--- src/rtl/status_led_driver_pkg.sv ---
// Shared definitions for the multi-channel status LED driver: mode encodings,
// per-phase pattern masks and the pattern lookup used by every channel.
package status_led_pkg;

    typedef enum logic [1:0] {
        MODE_OFF   = 2'b00,
        MODE_ON    = 2'b01,
        MODE_BLINK = 2'b10,
        MODE_PULSE = 2'b11
    } led_mode_t;

    localparam int PHASE_W = 4;

    // Bit p of each mask is the LED level while the frame sits at phase p.
    localparam logic [15:0] BLINK_MASK = 16'h00FF;
    localparam logic [15:0] PULSE_MASK = 16'h0005;

    function automatic logic pattern_bit(input logic [1:0] mode,
                                         input logic [PHASE_W-1:0] phase);
        logic level;
        level = 1'b0;
        case (led_mode_t'(mode))
            MODE_OFF:   level = 1'b0;
            MODE_ON:    level = 1'b1;
            MODE_BLINK: level = BLINK_MASK[phase];
            MODE_PULSE: level = PULSE_MASK[phase];
            default:    level = 1'b0;
        endcase
        return level;
    endfunction

endpackage

--- src/rtl/status_led_driver_tick_gen.sv ---
// Pattern timebase shared by all LED channels: tick prescaler, 16-step phase
// counter, frame_start pulse on the 15->0 wrap, and synchronous realignment.
module led_tick_gen
    import status_led_pkg::*;
#(
    parameter int TICK_DIV = 3125000
) (
    input  logic               clk,
    input  logic               rst_n,
    input  logic               sync_restart,
    output logic               tick,
    output logic [PHASE_W-1:0] phase,
    output logic               frame_start
);

    localparam int DIV_W = (TICK_DIV > 1) ? $clog2(TICK_DIV) : 1;
    localparam logic [DIV_W-1:0] DIV_LAST = DIV_W'(TICK_DIV - 1);

    logic [DIV_W-1:0] div_cnt;
    logic             raw_tick;

    assign raw_tick = (div_cnt == DIV_LAST);
    // A tick landing in a restart cycle is dropped everywhere, stretch included.
    assign tick     = raw_tick & ~sync_restart;

    always_ff @(posedge clk or negedge rst_n) begin
        if (!rst_n) begin
            div_cnt     <= '0;
            phase       <= '0;
            frame_start <= 1'b0;
        end else if (sync_restart) begin
            div_cnt     <= '0;
            phase       <= '0;
            frame_start <= 1'b0;
        end else begin
            frame_start <= raw_tick && (phase == PHASE_W'(15));
            if (raw_tick) begin
                div_cnt <= '0;
                phase   <= phase + PHASE_W'(1);
            end else begin
                div_cnt <= div_cnt + DIV_W'(1);
            end
        end
    end

endmodule

--- src/rtl/status_led_driver.sv ---
// N-channel status LED driver: per-channel pattern, activity-stretch inversion
// overlay and global PWM dimming, all registered onto the LED pins.
module status_led_driver
    import status_led_pkg::*;
#(
    parameter int N_CH     = 4,
    parameter int TICK_DIV = 3125000,
    parameter int STRETCH  = 2,
    parameter int PWM_BITS = 4
) (
    input  logic                clk,
    input  logic                rst_n,
    input  logic [2*N_CH-1:0]   mode,
    input  logic [N_CH-1:0]     act_in,
    input  logic [PWM_BITS-1:0] brightness,
    input  logic                sync_restart,
    output logic [N_CH-1:0]     led_out,
    output logic                frame_start
);

    localparam int STR_W = $clog2(STRETCH + 1);
    localparam logic [STR_W-1:0] STR_LOAD = STR_W'(STRETCH);

    logic               tick;
    logic [PHASE_W-1:0] phase;
    logic [PWM_BITS-1:0] pwm_cnt;
    logic               pwm_on;
    logic [N_CH-1:0]    led_next;

    led_tick_gen #(
        .TICK_DIV(TICK_DIV)
    ) u_tick_gen (
        .clk         (clk),
        .rst_n       (rst_n),
        .sync_restart(sync_restart),
        .tick        (tick),
        .phase       (phase),
        .frame_start (frame_start)
    );

    always_ff @(posedge clk or negedge rst_n) begin
        if (!rst_n) begin
            pwm_cnt <= '0;
        end else begin
            pwm_cnt <= pwm_cnt + PWM_BITS'(1);
        end
    end

    // Full-scale brightness must be solid on, which the compare alone cannot give.
    assign pwm_on = (brightness == '1) || (pwm_cnt < brightness);

    for (genvar g = 0; g < N_CH; g++) begin : g_ch
        logic [STR_W-1:0] stretch;

        always_ff @(posedge clk or negedge rst_n) begin
            if (!rst_n) begin
                stretch <= '0;
            end else if (act_in[g]) begin
                stretch <= STR_LOAD;
            end else if (tick && (stretch != '0)) begin
                stretch <= stretch - STR_W'(1);
            end
        end

        assign led_next[g] = (pattern_bit(mode[2*g +: 2], phase) ^ (stretch != '0)) & pwm_on;
    end

    always_ff @(posedge clk or negedge rst_n) begin
        if (!rst_n) begin
            led_out <= '0;
        end else begin
            led_out <= led_next;
        end
    end

endmodule
--- config.mk ---
export PLATFORM = sky130hd
export DESIGN_NAME = status_led_driver
export DESIGN_NICKNAME = d
export VERILOG_FILES = /design/src/rtl/status_led_driver_pkg.sv /design/src/rtl/status_led_driver_tick_gen.sv /design/src/rtl/status_led_driver.sv
export SDC_FILE = /design/constraint.sdc
export NUM_CORES = 1
export LEC_CHECK = 0
export ABC_AREA = 0
export CAP_MARGIN = 20
export CORE_AREA = 2 2 71 66
export DETAILED_ROUTE_END_ITERATION = 16
export DIE_AREA = 0 0 73 68
export GPL_TIMING_DRIVEN = 0
export PLACE_DENSITY = 0.77
export SLEW_MARGIN = 10
export SYNTH_ARGS = -nofsm -noshare
export SYNTH_HDL_FRONTEND = slang
export SYNTH_HIERARCHICAL = 1
export SYNTH_SLANG_ARGS = --single-unit
--- constraint.sdc ---
create_clock -name clk -period 3.4 [get_ports clk]
set_input_delay 0.51 -clock clk [delete_from_list [all_inputs] [get_ports clk]]
set_output_delay 0.51 -clock clk [all_outputs]
set_load 0.02 [all_outputs]
======== Word level (Yosys, flattened, before mapping) ========
Memory sizes are Yosys's and may differ from the RTL's.
Index checks and enable logic that the tools add are counted.
storage, ports and cells
  word-level logic and storage cells ...... 83
  output and inout bits ................... 5
  register bits after elaboration ......... 43
  bits of input ports ..................... 19
  memories ................................ 2
  ROM bits ................................ 32
cells by class
  order comparisons ....................... 2
  mux-type cells .......................... 19
  eq/ne operators ......................... 15
  reductions and logical operators ........ 19
  add/sub/neg operators ................... 7
  bitwise gates (word level) .............. 10
memories
  memory            words  bits a word  read ports  clocked after memory_dff  write ports  line                         RTL
  (name not given)  16     1            1           0                         0            status_led_driver_pkg.sv:26  MODE_PULSE: level = PULSE_MASK[phase];
  (name not given)  16     1            1           0                         0            status_led_driver_pkg.sv:25  MODE_BLINK: level = BLINK_MASK[phase];
operators with widths
  cell                     count
  $mux W22                 2
  $add A22 B1 Y22 const B  1
  $eq A22 B22 Y1 const B   1
  $reduce_bool A2 Y1       9
  $eq A2 B2 Y1 const B     8
  $mux W2                  8
  $pmux W1 S4              4
  $add A4 B1 Y4 const B    2
  $eq A2 B1 Y1 const B     4
  $eq A4 B4 Y1 const B     2
  $logic_not A2 Y1         4
  $mux W4                  2
  $sub A2 B1 Y2 const B    4
  $and A1 B1 Y1            5
  $logic_and A1 B1 Y1      5
  $lt A4 B5 Y1 const B     1
  $lt A4 B4 Y1             1
  $xor A1 B1 Y1            4
  $mux W1                  3
  $logic_or A1 B1 Y1       1
  $not A1 Y1               1

======== Logic depth before layout (Yosys ltp) ========
  word-level depth ........................ 5
  gate-level depth with buffers ........... 8
  gate-level depth less buffers ........... 8

======== Modules after synthesis ========
The synthesis kept the hierarchy.
by module, submodules not included
  module             area each (um^2)  sequential area each (um^2)  times used  cells an instance
  led_tick_gen       1381.3            675.6                        1           148
  status_led_driver  899.6             400.4                        1           88

======== Least setup slack after synthesis ========
Ideal clock, no wire load.
  kind .................................... register to register
  start ................................... reg u_tick_gen.div_cnt[12]
  end ..................................... reg g_ch[0].stretch[1]
  cell stages (with the launch flop) ...... 7
  path buffers ............................ 0
  path slack .............................. 0.940 ns
  arrival ................................. 2.336 ns
  setup time .............................. 0.124 ns
  clock period less this slack ............ 2.460 ns
  data required time ...................... 3.276 ns
  cell sequence ........................... dfrtp_1 > or4_1 > or2_2 > or4_1 > nor2_1 > nand2b_1 > a211o_1
on the way
  longest elaborated chain between the ends .. 4
ends and longest elaborated chain
  what                          line                              RTL
  start: declaration            status_led_driver_tick_gen.sv:19  logic [DIV_W-1:0] div_cnt;
  start signal: assignment      status_led_driver_tick_gen.sv:41  div_cnt <= div_cnt + DIV_W'(1);
  $eq A22 B22 Y1                status_led_driver_tick_gen.sv:22  assign raw_tick = (div_cnt == DIV_LAST);
  $and A1 B1 Y1                 status_led_driver_tick_gen.sv:24  assign tick = raw_tick & ~sync_restart;
  net tick                      status_led_driver.sv:24           logic tick;
  $logic_and A1 B1 Y1           status_led_driver.sv:60           end else if (tick && (stretch != '0)) begin
  $reduce_bool A2 Y1 (no line)  n/a
  end signal: assignment        status_led_driver.sv:61           stretch <= stretch - STR_W'(1);
  end: declaration              status_led_driver.sv:53           logic [STR_W-1:0] stretch;
The timed path passes the listed nets, and every way through them passes these cells.
A chain may end at the register's enable or synchronous reset.

======== Worst setup path in the final report ========
Ends and elaborated chain as after synthesis.

==> metrics <==
Floorplan Core Area=4290 um2; Final Slew Violations=0; dominant cell type by area after synthesis=sky130_fd_sc_hd__dfrtp_1; run status=complete, no violations; cell type with the highest occurrence count on the critical path=sky130_fd_sc_hd__or4_1; met3 Resource Use GR=4.71%; clock buffers created by TritonCTS=5; first-pass GRT wire length=7.60 mm; post-detailed-route via-to-cell ratio=5.68; Worst-Skew Late Latency=0.30 ns; sum of net half-perimeters after detailed placement=3.29 mm; portion of synthesized cell area occupied by the leading cell type=47.2%; share of synthesized area occupied by flip-flops and latches=47.2%; final-report setup violation count=0; RSZ-0062 raised after global routing=no; DRT Pass-1 Iters=4; biggest area contributors in the synthesized netlist=sky130_fd_sc_hd__dfrtp_1 (47%), sky130_fd_sc_hd__xnor2_1 (6.5%), sky130_fd_sc_hd__ha_1 (6.0%), sky130_fd_sc_hd__nor2_1 (4.6%), sky130_fd_sc_hd__inv_1 (3.3%); number of remaining DRC errors=0; Register-to-Register Setup Slack=0.62 ns; required arrival time at the worst endpoint=3.58 ns; worst slew slack as a fraction of its limit=53.3%; total of warnings raised by yosys=6; Pwr Density=352 nW/um2; startpoint type of the worst setup path=flop; number of hold violations in the final report=0; non-filler cells, final=318; number of buffers on the longest clock path=2; area growth from synthesis to final layout=18.2%; number of cells on the worst reg-to-reg path=6; Post-CTS Hold Fix Bufs=0; remaining global-route overflow=0; Die Span X=73 um; boundary pin count=24; Post-CTS Setup Bufs=0; pin count of the biggest net entering global routing=24; share of post-route cells with drive strength above 1=10.1%; Routed Antenna Nets=0; Yosys cell types=35; Inst Count DP=310; maximum clock rate=0.359 GHz; count of buffers inserted at the top-level ports=23; internal power summed over all cells=0.739 mW; Detailed Route WL=4.49 mm; Global Route met2 Usage=34.6%; Slowest-stage cell, CP=sky130_fd_sc_hd__or4_1; Worst R2R End=g_ch[0].stretch[1]; post-detailed-route wirelength per cell=14.1 um; final estimated routing congestion in global placement=0.757; number of standard cells after synthesis=236; count of flip-flops with a built-in enable after synthesis=0; clock slew at the register clock pins of the worst setup and hold paths=0.08 ns; diodes inserted=0; portion of total power attributed to sequential cells=54.9%; async set or reset register ratio after synthesis=100%; initial antenna violation count=0; post-synthesis area per instance=9.66 um2; flops & latches, synth=43; chip height=68 um; Initial Util=53.2%; Leak Pwr=1.12 nW; worst flop-to-flop path startpoint=u_tick_gen/div_cnt[12]; clock tree skew after final layout=0.00589 ns; final clock period utilization by the worst path=81.9%; Clk pwr share=37.3%; Worst Tran Pin Value=0.695 ns; portion of total power attributed to combinational logic=7.8%; critical path start-end classification=reg -> reg; delay contributed by the slowest stage of the critical path=0.55 ns; CTS H-tree lvls=2; max-capacitance violation count=0; number of global-route vias before repair=1738; clock tree from TritonCTS=done; worst-case setup slack after placement=0.617 ns; largest fanout on the critical path=5; Post-CTS Resized=0; met1 routing resource usage after global routing=24.9%; area of the die=4960 um2; global-route usage over all layers=20.4%; cell area after synthesis=2280 um2; Worst Hold Class=in -> async; layer carrying the most global-route usage=met2; final-layout setup total negative slack=0 ns; final worst-path setup slack=0.616 ns; total net switching power=0.209 mW; Rows=23; Root Driver=sky130_fd_sc_hd__clkbuf_8; crit end category=flop; switching part of the total=22.0%; Total Nets Final=297; minimum clock period=2.78 ns; CTS sink count=43; critical path, cell by cell=or4_1, or2_2, or4_1, nor2_1, nand2b_1, a211o_1; predominant post-synthesis flop cell=sky130_fd_sc_hd__dfrtp_1; nets in the synthesized netlist=266; Iteration-0 DRC Markers=95; crit path DAT=2.97 ns; highest ir drop seen on vdd=0.241 mV; vias post-DR=1806
## metrics by stage
| step | utilization (%) | power (mW) | hold WS, ns | instance area [um2] |
|---|---|---|---|---|
| after floorplan | - | 0.556 | 0.214 | 2280 |
| after global placement | 60.0 | 0.601 | 0.470 | 2570 |
| after detailed placement | 60.5 | 0.606 | 0.475 | 2600 |
| after CTS | 62.9 | 0.959 | 0.190 | 2700 |
| after global routing | 62.9 | 0.986 | 0.212 | 2700 |
| final | 62.9 | 0.948 | 0.176 | 2700 |
## flip-flops by register name (all words and copies together), names as in the netlist
register / count
u_tick_gen/div_cnt: 22
g_ch.stretch: 8
led_out: 4
pwm_cnt: 4
u_tick_gen/phase: 4
u_tick_gen/frame_start: 1
## worst max-delay path: cells and delay by family (launching register included)
family,cells,cell delay (ns)
AO/OA/AOI/OAI,1,0.32
flip-flops,1,0.45
AND/OR/NAND/NOR,5,1.91
## metal layers
metal,up-vias,wire (um)
li1,899,-
met1,867,2140
met2,33,2120
met3,7,162
met4,0,67
met5,-,0
## cells by family (layout without fill, tap and decap cells)
family	after synthesis	in the layout	share of synthesized area, %
fa+ha+maj	11	11	6.03
simple gates	96	96	22.5
compound gates	40	40	12.1
xor+xnor	20	20	7.68
flops	43	43	47.2
buf+inv	26	58	4.50
## worst max path at each step
stage                      startpoint                 end  slack (ns)  depth (start not counted)
4_1_cts        u_tick_gen/div_cnt[12]  g_ch[3].stretch[1]        0.60                          6
2_1_floorplan  u_tick_gen/div_cnt[12]  g_ch[0].stretch[1]        0.94                          6
6_report       u_tick_gen/div_cnt[12]  g_ch[0].stretch[1]        0.62                          6
5_1_grt         u_tick_gen/div_cnt[9]  g_ch[3].stretch[1]        0.42                          7
3_3_place_gp   u_tick_gen/div_cnt[12]  g_ch[0].stretch[1]        0.62                          6
3_5_place_dp   u_tick_gen/div_cnt[12]  g_ch[3].stretch[1]        0.62                          6
## synthesized netlist by cell type (6+ instances only)
cell type / number
sky130_fd_sc_hd__a21oi_1: 10
sky130_fd_sc_hd__dfrtp_1: 43
sky130_fd_sc_hd__ha_1: 11
sky130_fd_sc_hd__inv_1: 20
sky130_fd_sc_hd__nand2_1: 9
sky130_fd_sc_hd__nand3_1: 11
sky130_fd_sc_hd__nand4_1: 10
sky130_fd_sc_hd__nor2_1: 28
sky130_fd_sc_hd__o21ai_0: 7
sky130_fd_sc_hd__or3_1: 6
sky130_fd_sc_hd__or4_1: 6
sky130_fd_sc_hd__xnor2_1: 17
## cells in the final DEF (no fill, tap or decap), types with 2 or more instances in the layout
cell                              instances
sky130_fd_sc_hd__nor3_1                   4
sky130_fd_sc_hd__inv_1                   20
sky130_fd_sc_hd__or3_2                    2
sky130_fd_sc_hd__o21ai_0                  7
sky130_fd_sc_hd__o31ai_1                  2
sky130_fd_sc_hd__xnor2_1                 17
sky130_fd_sc_hd__clkbuf_8                 7
sky130_fd_sc_hd__or2_2                    5
sky130_fd_sc_hd__o211ai_1                 4
sky130_fd_sc_hd__xor2_1                   3
sky130_fd_sc_hd__a22oi_1                  4
sky130_fd_sc_hd__nand2_1                  9
sky130_fd_sc_hd__nand2b_1                 4
sky130_fd_sc_hd__clkdlybuf4s50_1         22
sky130_fd_sc_hd__a31o_2                   5
sky130_fd_sc_hd__dfrtp_1                 43
sky130_fd_sc_hd__nor2_1                  28
sky130_fd_sc_hd__nor4_1                   5
sky130_fd_sc_hd__a21oi_1                 10
sky130_fd_sc_hd__and3_1                   2
sky130_fd_sc_hd__a211o_1                  4
sky130_fd_sc_hd__nand3_1                 11
sky130_fd_sc_hd__clkbuf_1                 3
sky130_fd_sc_hd__buf_2                    4
sky130_fd_sc_hd__or3_1                    6
sky130_fd_sc_hd__nand4_1                 10
sky130_fd_sc_hd__or4_1                    6
sky130_fd_sc_hd__ha_1                    11
## final cells by class
type	instances	area [um2]
Multi-Input combinational cell	167	1100
Clock buffer	8	100
Buffer	6	27.5
Tap cell	50	62.6
Fill cell	363	1590
Timing Repair Buffer	24	253
Inverter	20	75.1
Sequential cell	43	1080
## power by group through the flow
stage,combinational [mW],clock (mW),sequential (mW)
after floorplan,0.0222,0,0.534
after global placement,0.0706,0,0.531
after detailed placement,0.0746,0,0.531
after CTS,0.0749,0.364,0.521
after global routing,0.0815,0.384,0.521
final,0.0738,0.353,0.521
(Power assumes the default switching activity.)
